File: config.mk
export PLATFORM = sky130hd
export DESIGN_NAME = fetch_unit_flat
export DESIGN_NICKNAME = d
export VERILOG_FILES = /design/src/rtl/fetch_unit_if.sv /design/src/rtl/fetch_unit.sv /design/src/flat_wrapper.sv
export SDC_FILE = /design/constraint.sdc
export NUM_CORES = 1
export LEC_CHECK = 0
export CAP_MARGIN = 15
export CELL_PAD_IN_SITES_DETAIL_PLACEMENT = 1
export CELL_PAD_IN_SITES_GLOBAL_PLACEMENT = 2
export CORE_ASPECT_RATIO = 0.6
export CORE_MARGIN = 2
export CORE_UTILIZATION = 29
export DETAILED_ROUTE_END_ITERATION = 6
export GPL_TIMING_DRIVEN = 0
export PLACE_DENSITY_LB_ADDON = 0.12
export SLEW_MARGIN = 20
export SYNTH_ARGS = -nofsm -noshare
export SYNTH_HDL_FRONTEND = slang
export SYNTH_SLANG_ARGS = --single-unit
File: constraint.sdc
create_clock -name clk_i -period 4.3 [get_ports clk_i]
set_clock_uncertainty 0.1 [all_clocks]
set_input_delay 0.86 -clock clk_i [delete_from_list [all_inputs] [get_ports clk_i]]
set_output_delay 0.86 -clock clk_i [all_outputs]
set_load 0.005 [all_outputs]
File: src/rtl/fetch_unit_if.sv
// Instruction-memory request/response bus between the IF stage and imem.
// master = fetch unit (issues requests), slave = memory (accepts and replies).
interface fetch_unit_if;
  logic        req_valid;
  logic        req_ready;
  logic [31:0] req_addr;
  logic        rsp_valid;
  logic [31:0] rsp_data;

  modport master (output req_valid, req_addr, input req_ready, rsp_valid, rsp_data);
  modport slave  (input req_valid, req_addr, output req_ready, rsp_valid, rsp_data);
endinterface

File: src/rtl/fetch_unit.sv
// RV32I IF stage: owns the PC, issues one word fetch at a time, buffers one
// extra instruction while IF/ID is stalled, and discards fetches killed by a
// redirect. Drives the IF/ID register (valid, pc, instr).
module fetch_unit #(
  parameter logic [31:0] RESET_PC  = 32'h0000_0000,
  parameter logic [31:0] NOP_INSTR = 32'h0000_0013
) (
  input  logic         clk_i,
  input  logic         reset_i,
  input  logic         stall_i,
  input  logic         redirect_i,
  input  logic [31:0]  redirect_pc_i,
  fetch_unit_if.master imem,
  output logic         if_id_valid_o,
  output logic [31:0]  if_id_pc_o,
  output logic [31:0]  if_id_instr_o
);

  typedef enum logic [1:0] {FETCH, WAIT, DRAIN} state_e;

  state_e      state_q, state_d;
  logic [31:0] pc_q, pc_d;
  logic [31:0] req_pc_q, req_pc_d;
  logic        skid_vld_q, skid_vld_d;
  logic [31:0] skid_pc_q, skid_pc_d;
  logic [31:0] skid_instr_q, skid_instr_d;
  logic        ifid_vld_q, ifid_vld_d;
  logic [31:0] ifid_pc_q, ifid_pc_d;
  logic [31:0] ifid_instr_q, ifid_instr_d;

  logic req_valid;
  logic fire;
  logic rsp_take;

  // Low address bits of a redirect target are dropped; keep them visibly sunk.
  logic unused_redirect_lsb;
  assign unused_redirect_lsb = ^redirect_pc_i[1:0];

  // Request generation: only one outstanding fetch, and none while the skid
  // holds an instruction (so the skid can never be overwritten). Gating with
  // reset keeps the port quiet while reset is held.
  always_comb begin
    req_valid = reset_i && (state_q == FETCH) && !skid_vld_q && !redirect_i;
    fire      = req_valid && imem.req_ready;
    // A response is only meaningful while waiting on a live request; one that
    // lands in the redirect cycle belongs to a killed fetch.
    rsp_take  = (state_q == WAIT) && imem.rsp_valid && !redirect_i;
  end

  assign imem.req_valid = req_valid;
  assign imem.req_addr  = {pc_q[31:2], 2'b00};

  // Next-state for PC, fetch FSM, skid buffer and IF/ID register.
  always_comb begin
    state_d      = state_q;
    pc_d         = pc_q;
    req_pc_d     = req_pc_q;
    skid_vld_d   = skid_vld_q;
    skid_pc_d    = skid_pc_q;
    skid_instr_d = skid_instr_q;
    ifid_vld_d   = ifid_vld_q;
    ifid_pc_d    = ifid_pc_q;
    ifid_instr_d = ifid_instr_q;

    if (redirect_i) begin
      pc_d       = {redirect_pc_i[31:2], 2'b00};
      // Still owed a response (WAIT or DRAIN with nothing arriving): drain it.
      state_d    = ((state_q != FETCH) && !imem.rsp_valid) ? DRAIN : FETCH;
      ifid_vld_d = 1'b0;
      skid_vld_d = 1'b0;
    end else begin
      unique case (state_q)
        FETCH: if (fire) begin
          req_pc_d = pc_q;
          pc_d     = pc_q + 32'd4;
          state_d  = WAIT;
        end
        WAIT:    if (imem.rsp_valid) state_d = FETCH;
        DRAIN:   if (imem.rsp_valid) state_d = FETCH;
        default: state_d = FETCH;
      endcase

      if (stall_i && ifid_vld_q) begin
        // IF/ID held; the skid is empty here because no request issues
        // while it is full.
        if (rsp_take) begin
          skid_vld_d   = 1'b1;
          skid_pc_d    = req_pc_q;
          skid_instr_d = imem.rsp_data;
        end
      end else if (skid_vld_q) begin
        ifid_vld_d   = 1'b1;
        ifid_pc_d    = skid_pc_q;
        ifid_instr_d = skid_instr_q;
        if (rsp_take) begin
          skid_pc_d    = req_pc_q;
          skid_instr_d = imem.rsp_data;
        end else begin
          skid_vld_d = 1'b0;
        end
      end else if (rsp_take) begin
        ifid_vld_d   = 1'b1;
        ifid_pc_d    = req_pc_q;
        ifid_instr_d = imem.rsp_data;
      end else begin
        ifid_vld_d = 1'b0;
      end
    end
  end

  // State registers, asynchronously reset.
  always_ff @(posedge clk_i or negedge reset_i) begin
    if (!reset_i) begin
      state_q      <= FETCH;
      pc_q         <= RESET_PC;
      req_pc_q     <= '0;
      skid_vld_q   <= 1'b0;
      skid_pc_q    <= '0;
      skid_instr_q <= NOP_INSTR;
      ifid_vld_q   <= 1'b0;
      ifid_pc_q    <= '0;
      ifid_instr_q <= NOP_INSTR;
    end else begin
      state_q      <= state_d;
      pc_q         <= pc_d;
      req_pc_q     <= req_pc_d;
      skid_vld_q   <= skid_vld_d;
      skid_pc_q    <= skid_pc_d;
      skid_instr_q <= skid_instr_d;
      ifid_vld_q   <= ifid_vld_d;
      ifid_pc_q    <= ifid_pc_d;
      ifid_instr_q <= ifid_instr_d;
    end
  end

  assign if_id_valid_o = ifid_vld_q;
  assign if_id_pc_o    = ifid_pc_q;
  assign if_id_instr_o = ifid_instr_q;

endmodule

File: src/flat_wrapper.sv
// flat-port wrapper written by rule: the top's interface ports become plain ports
module fetch_unit_flat 
#(
  parameter logic [31:0] RESET_PC  = 32'h0000_0000,
  parameter logic [31:0] NOP_INSTR = 32'h0000_0013
)
  (clk_i, reset_i, stall_i, redirect_i, redirect_pc_i, if_id_valid_o, if_id_pc_o, if_id_instr_o, imem_req_valid, imem_req_addr, imem_req_ready, imem_rsp_valid, imem_rsp_data);
  fetch_unit_if imem_i ();
  input  logic clk_i;
  input  logic reset_i;
  input  logic stall_i;
  input  logic redirect_i;
  input  logic [31:0] redirect_pc_i;
  output logic if_id_valid_o;
  output logic [31:0] if_id_pc_o;
  output logic [31:0] if_id_instr_o;
  output wire logic [$bits(imem_i.req_valid)-1:0] imem_req_valid;
  output wire logic [$bits(imem_i.req_addr)-1:0] imem_req_addr;
  input wire logic [$bits(imem_i.req_ready)-1:0] imem_req_ready;
  input wire logic [$bits(imem_i.rsp_valid)-1:0] imem_rsp_valid;
  input wire logic [$bits(imem_i.rsp_data)-1:0] imem_rsp_data;
  assign imem_req_valid = imem_i.req_valid;
  assign imem_req_addr = imem_i.req_addr;
  assign imem_i.req_ready = imem_req_ready;
  assign imem_i.rsp_valid = imem_rsp_valid;
  assign imem_i.rsp_data = imem_rsp_data;
  fetch_unit #(.RESET_PC(RESET_PC), .NOP_INSTR(NOP_INSTR)) u_core (.clk_i(clk_i), .reset_i(reset_i), .stall_i(stall_i), .redirect_i(redirect_i), .redirect_pc_i(redirect_pc_i), .imem(imem_i), .if_id_valid_o(if_id_valid_o), .if_id_pc_o(if_id_pc_o), .if_id_instr_o(if_id_instr_o));
endmodule
=== Word-level counts from Yosys, hierarchy flattened ===
Index checks and enable logic that the tools add are counted.

* Bits in latches: 0
* Memory bits (read-only): 0
* Logic and storage cells: 67
* Output and inout bits: 98
* Bits of input ports: 70
* Register bits after elaboration: 196
* Memories: 0
* Bits in writable memories: 0

* Div/mod/pow operators: 0
* Add/subtract/negate cells: 1
* Magnitude comparators: 0
* Muxes and demuxes: 26
* Shift operators: 0
* Equality and inequality tests: 6
* Reductions and logical operators: 23
* Multipliers: 0
* Bitwise operators: 2

{| class="wikitable"
|+ Operators with widths
! operator !! count
|-
| $mux 32 || 13
|-
| $add 32x3->32 const B || 1
|-
| $reduce_bool 2->1 || 5
|-
| $logic_and 1x1->1 || 8
|-
| $mux 1 || 8
|-
| $mux 2 || 4
|-
| $ne 3x2->1 const B || 2
|-
| $reduce_and 2->1 || 3
|-
| $reduce_and 3->1 || 2
|-
| $pmux 2 s2 || 1
|-
| $logic_not 1->1 || 3
|-
| $ne 3x1->1 const B || 1
|-
| $eq 2x1->1 const B || 1
|-
| $eq 2x2->1 const B || 1
|-
| $logic_not 2->1 || 1
|-
| $ne 2x2->1 const B || 1
|-
| $not 1->1 || 2
|-
| $reduce_or 2->1 || 1
|}

=== Logic depth before layout (Yosys ltp) ===
* Depth after elaboration: 8
* Depth in mapped cells: 10
* Gate-level depth less buffers: 7

=== Least setup slack after synthesis ===
OpenSTA, ideal clock, no wires.

* Kind: input to register
* From: input redirect_i
* To: register u_core.pc_q[29]
* Stages: 6
* Buffers on the path: 2
* Setup slack: 1913 ps
* Arrival time: 2218 ps
* Library setup time: 70 ps
* Required time: 4130 ps
* Cell sequence: buf_6 nand4bb_1 buf_2 or4_1 or4_1 nand3_1

* Longest elaborated chain between the ends: 5
* Elaborated cells between the ends (all ways): 7
* Those cells by class: 1 x mux; 6 x reduce/logical

{| class="wikitable"
|+ Ends and longest elaborated chain
! what !! RTL line !! text
|-
| from (decl) || flat_wrapper.sv:12 || <nowiki>input logic redirect_i;</nowiki>
|-
| $logic_not 1->1 || fetch_unit.sv:43 || <nowiki>req_valid = reset_i && (state_q == FETCH) && !skid_vld_q && !redirect_i;</nowiki>
|-
| $logic_and 1x1->1 || fetch_unit.sv:43 ||
|-
| $logic_and 1x1->1 || fetch_unit.sv:44 || <nowiki>fire = req_valid && imem.req_ready;</nowiki>
|-
| $reduce_bool 2->1 (no source line) || - ||
|-
| $reduce_and 2->1 (no source line) || - ||
|-
| to (signal assigned) || fetch_unit.sv:125 || <nowiki>pc_q <= pc_d;</nowiki>
|-
| to (decl) || fetch_unit.sv:22 || <nowiki>logic [31:0] pc_q, pc_d;</nowiki>
|}

Parallel ways exist; a longest one is shown, timed or not.
A chain may end at the register's enable or synchronous reset.

=== Final worst setup path ===
* From: input reset_i
* To: output imem_req_valid

* Longest elaborated chain between the ends: 3

{| class="wikitable"
|+ Ends and longest elaborated chain
! what !! RTL line !! text
|-
| from (decl) || flat_wrapper.sv:10 || <nowiki>input logic reset_i;</nowiki>
|-
| $logic_and 1x1->1 (3 in series) || fetch_unit.sv:43 ||
|-
| to (decl) || flat_wrapper.sv:17 || <nowiki>output wire logic [$bits(imem_i.req_valid)-1:0] imem_req_valid;</nowiki>
|}

Every way passes these cells.

==> reports/results.tsv <==
metric	value	unit
status	finished, final reports clean	
crit path launch type	input pin	
First DRT Iteration DRCs	333	
area of the core	27900	um^2
row cnt	47	
Pint	3.56	mW
pwr/cell area	448	nW/um^2
CTS Sinks	188	
Mapped Cells	758	
min cycle time layout	3.89	ns
Worst Setup Path Type	input pin to output pin	
crit end category	output pin	
adder-cell share of the synthesized area	0.452	%
Port Buffers	159	
fin crit share	90.5	%
fmax	0.257	GHz
Fillers	3061	
final setup violation count	0	
simple logic cell fraction of the synthesized area	13.5	%
initial core utilization	29.8	%
RSZ-0062 raised after global routing	no	
Via-to-Cell Ratio	4.91	
Clock Tree Root	clkbuf_16	
leak pwr	4.74	nW
Wirelength per Cell	19.8	um
RePlAce Congestion	0.759	
number of flops mapped to enable cells by yosys	0	
most common cell after layout, fill and taps aside	dfrtp_1	
DRC	0	
Final Core Density	39.5	%
CP Data Required Time	3.34	ns
Reg power frac	47.1	%
Die Ht	135	um
Max Slew Vio Count	0	
Resized Gates After CTS	0	
largest net degree at the start of global routing	84	
num ports	168	
Mean Syn Cell Area	11.0	um^2
worst hold path class	input pin to asynchronous set/reset pin	
P_sw	1.37	mW
Seq/Total Area, Yosys	56.7	%
Comb power frac	20.8	%
post-synthesis xor/xnor area fraction	0.105	%
Maximum Capacitance Violations	0	
main combinational cell family by area after synthesis	multiplexers	
commonest cells after routing, fill and taps aside	182 x dfrtp_1, 167 x nand2_1, 158 x clkdlybuf4s50_1, 71 x o21ai_0, 63 x mux2i_1	
1st-pass router iterations	4	
CTS buffer count	17	
Final TNS setup	0	ns
Total Routed Length	26100	um
warnings from Yosys	0	
grt total ovfl	0	
normalized max-slew margin	39.6	%
Hold Slack	0.181	ns
overall routing resource usage	18.2	%
main flop type after synthesis	dfrtp_1	
Max IR drop VDD	0.000200	V
die area	30100	um^2
CP max FO	83	
count of different cell masters after synthesis	53	
CP arrival	2.93	ns
Final Hold Vio Count	0	
hold buffers post-CTS	0	
vias post-DR	6483	
worst-skew pair later-pin latency	0.45	ns
share of post-route cells with drive strength above 1	13.4	%
Die Width	223	um
power share of the clock group	32.2	%
clock tree from TritonCTS	yes	
post-detail-place hpwl	19100	um
switching share of power	27.8	%
vias in the first global route	6813	
H-tree levels	4	
Antenna Cells	0	
area grow syn2layout	32.5	%
proportion of synthesized area in mux cells	16.0	%
Post-DRT Antenna Nets	0	
Reg clk slew, reported paths	0.07	ns
worst slew pin tran	0.906	ns
fin nets	1014	
clk buf depth	2	
global-route wire length before repair	41100	um
post-CTS setup buffer count	0	
Synth Area in Compound Gates	9.91	%
#FFs+latches synth	188	
post-synthesis cell area	8310	um^2
asr flop ratio synth	100	%
R2R cell count	8	
initial antenna violation count	0	
==> power groups by stage <==
stage	registers (mW)	clock network [mW]	logic, mW
2_1_floorplan	2.30	0	0.322
3_3_place_gp	2.35	0	1.02
3_5_place_dp	2.36	0	1.04
4_1_cts	2.33	1.64	1.05
5_1_grt	2.37	1.71	1.15
6_report	2.32	1.59	1.02
==> layer usage <==
layer,wire length (um),GRT usage (%),share of wire [%]
met4,270,4.81,1.0
met5,0,0,0
met3,1210,4.50,4.6
met2,11000,25.6,42
met1,13700,27.5,52
==> per-stage QoR <==
step / std cells / power (mW) / setup WS [ns] / cell area, um^2
final: 1321 / 4.93 / 0.408 / 11000
after global routing: 1321 / 5.23 / 0.164 / 11000
after CTS: 1321 / 5.02 / 0.302 / 11000
after detailed placement: 1289 / 3.40 / 0.265 / 10400
after global placement: 1287 / 3.38 / -6.40 / 10400
after floorplan: 761 / 2.62 / 1.91 / 8320
==> synthesized netlist by cell type, drive strengths merged (2+ instances only) <==
| cell type | count | area (um^2) |
|---|---|---|
| nor3 | 5 | 30.0 |
| o21ai | 71 | 355 |
| a311oi | 4 | 35.0 |
| a221oi | 2 | 17.5 |
| and3 | 6 | 37.5 |
| dfrtp | 182 | 4550 |
| dfstp | 6 | 158 |
| o21a | 2 | 15.0 |
| or3 | 2 | 12.5 |
| buf | 20 | 111 |
| nand3 | 16 | 80.1 |
| mux2 | 62 | 698 |
| a31o | 2 | 17.5 |
| mux2i | 63 | 631 |
| o221a | 4 | 45.0 |
| a21oi | 10 | 50.1 |
| and4 | 8 | 70.1 |
| nor2 | 16 | 62.6 |
| o211ai | 5 | 37.5 |
| o31ai | 8 | 60.1 |
| a22oi | 3 | 22.5 |
| o22ai | 2 | 12.5 |
| or4 | 12 | 90.1 |
| clkbuf | 32 | 120 |
| nand2 | 167 | 627 |
| nand4 | 6 | 52.6 |
| a31oi | 6 | 37.5 |
| a41o | 2 | 20.0 |
| and2 | 3 | 18.8 |
| o311ai | 6 | 52.6 |
| inv | 9 | 36.3 |
| ha | 3 | 37.5 |
==> registers in the layout, summed over array words and instances (netlist names) <==
name	count
u_core.if_id_pc_o	30
u_core.req_pc_q	30
u_core.pc_q	30
u_core.skid_pc_q	30
u_core.state_q	2
u_core.skid_instr_q	32
u_core.skid_vld_q	1
u_core.if_id_valid_o	1
u_core.if_id_instr_o	32
==> cell type report <==
class	instances	area, um^2	share of cell area (%)
Buffer	52	231	2.10
Sequential cell	188	4710	42.8
Multi-Input combinational cell	511	3340	30.3
Timing Repair Buffer	161	1650	15.0
Clock buffer	20	457	4.15
Clock inverter	12	120	1.09
Inverter	10	40.0	0.364
Tap cell	367	459	4.17
==> final timing paths <==
| check | startpoint | end | slack, ns |
|---|---|---|---|
| min in group clk_i | u_core.if_id_pc_o[7]$_DFFE_PN0P_ | u_core.if_id_pc_o[7]$_DFFE_PN0P_ | 0.38 |
| max in group asynchronous | reset_i | u_core.skid_instr_q[28]$_DFFE_PN0P_ | 2.79 |
| hold / removal | reset_i | u_core.pc_q[30]$_DFFE_PN0P_ | 0.18 |
| setup / recovery | reset_i | imem_req_valid | 0.41 |
| setup reg to reg | u_core.state_q[0]$_DFFE_PN0P_ | u_core.if_id_pc_o[15]$_DFFE_PN0P_ | 1.58 |
| hold reg to reg | u_core.if_id_pc_o[7]$_DFFE_PN0P_ | u_core.if_id_pc_o[7]$_DFFE_PN0P_ | 0.38 |
==> critical path: stages <==
cell and delay, ns:
buf_8 0.26, buf_16 0.35, buf_16 0.39, nand4bb_1 0.14
buf_2 0.21, inv_4 0.12, clkdlybuf4s50_1 0.51
==> cells by family (layout without fill, tap and decap cells) <==
| family | Yosys count | after routing |
|---|---|---|
| DFF | 188 | 188 |
| muxes | 125 | 125 |
| xor gates and xnor gates | 1 | 1 |
| adders and majority gates | 3 | 3 |
| and+or+nand+nor | 246 | 246 |
| other | 1 | 4 |
| buffers and inverters | 62 | 255 |
| AOI/OAI and AO/OA | 132 | 132 |
(Power assumes the default switching activity.)
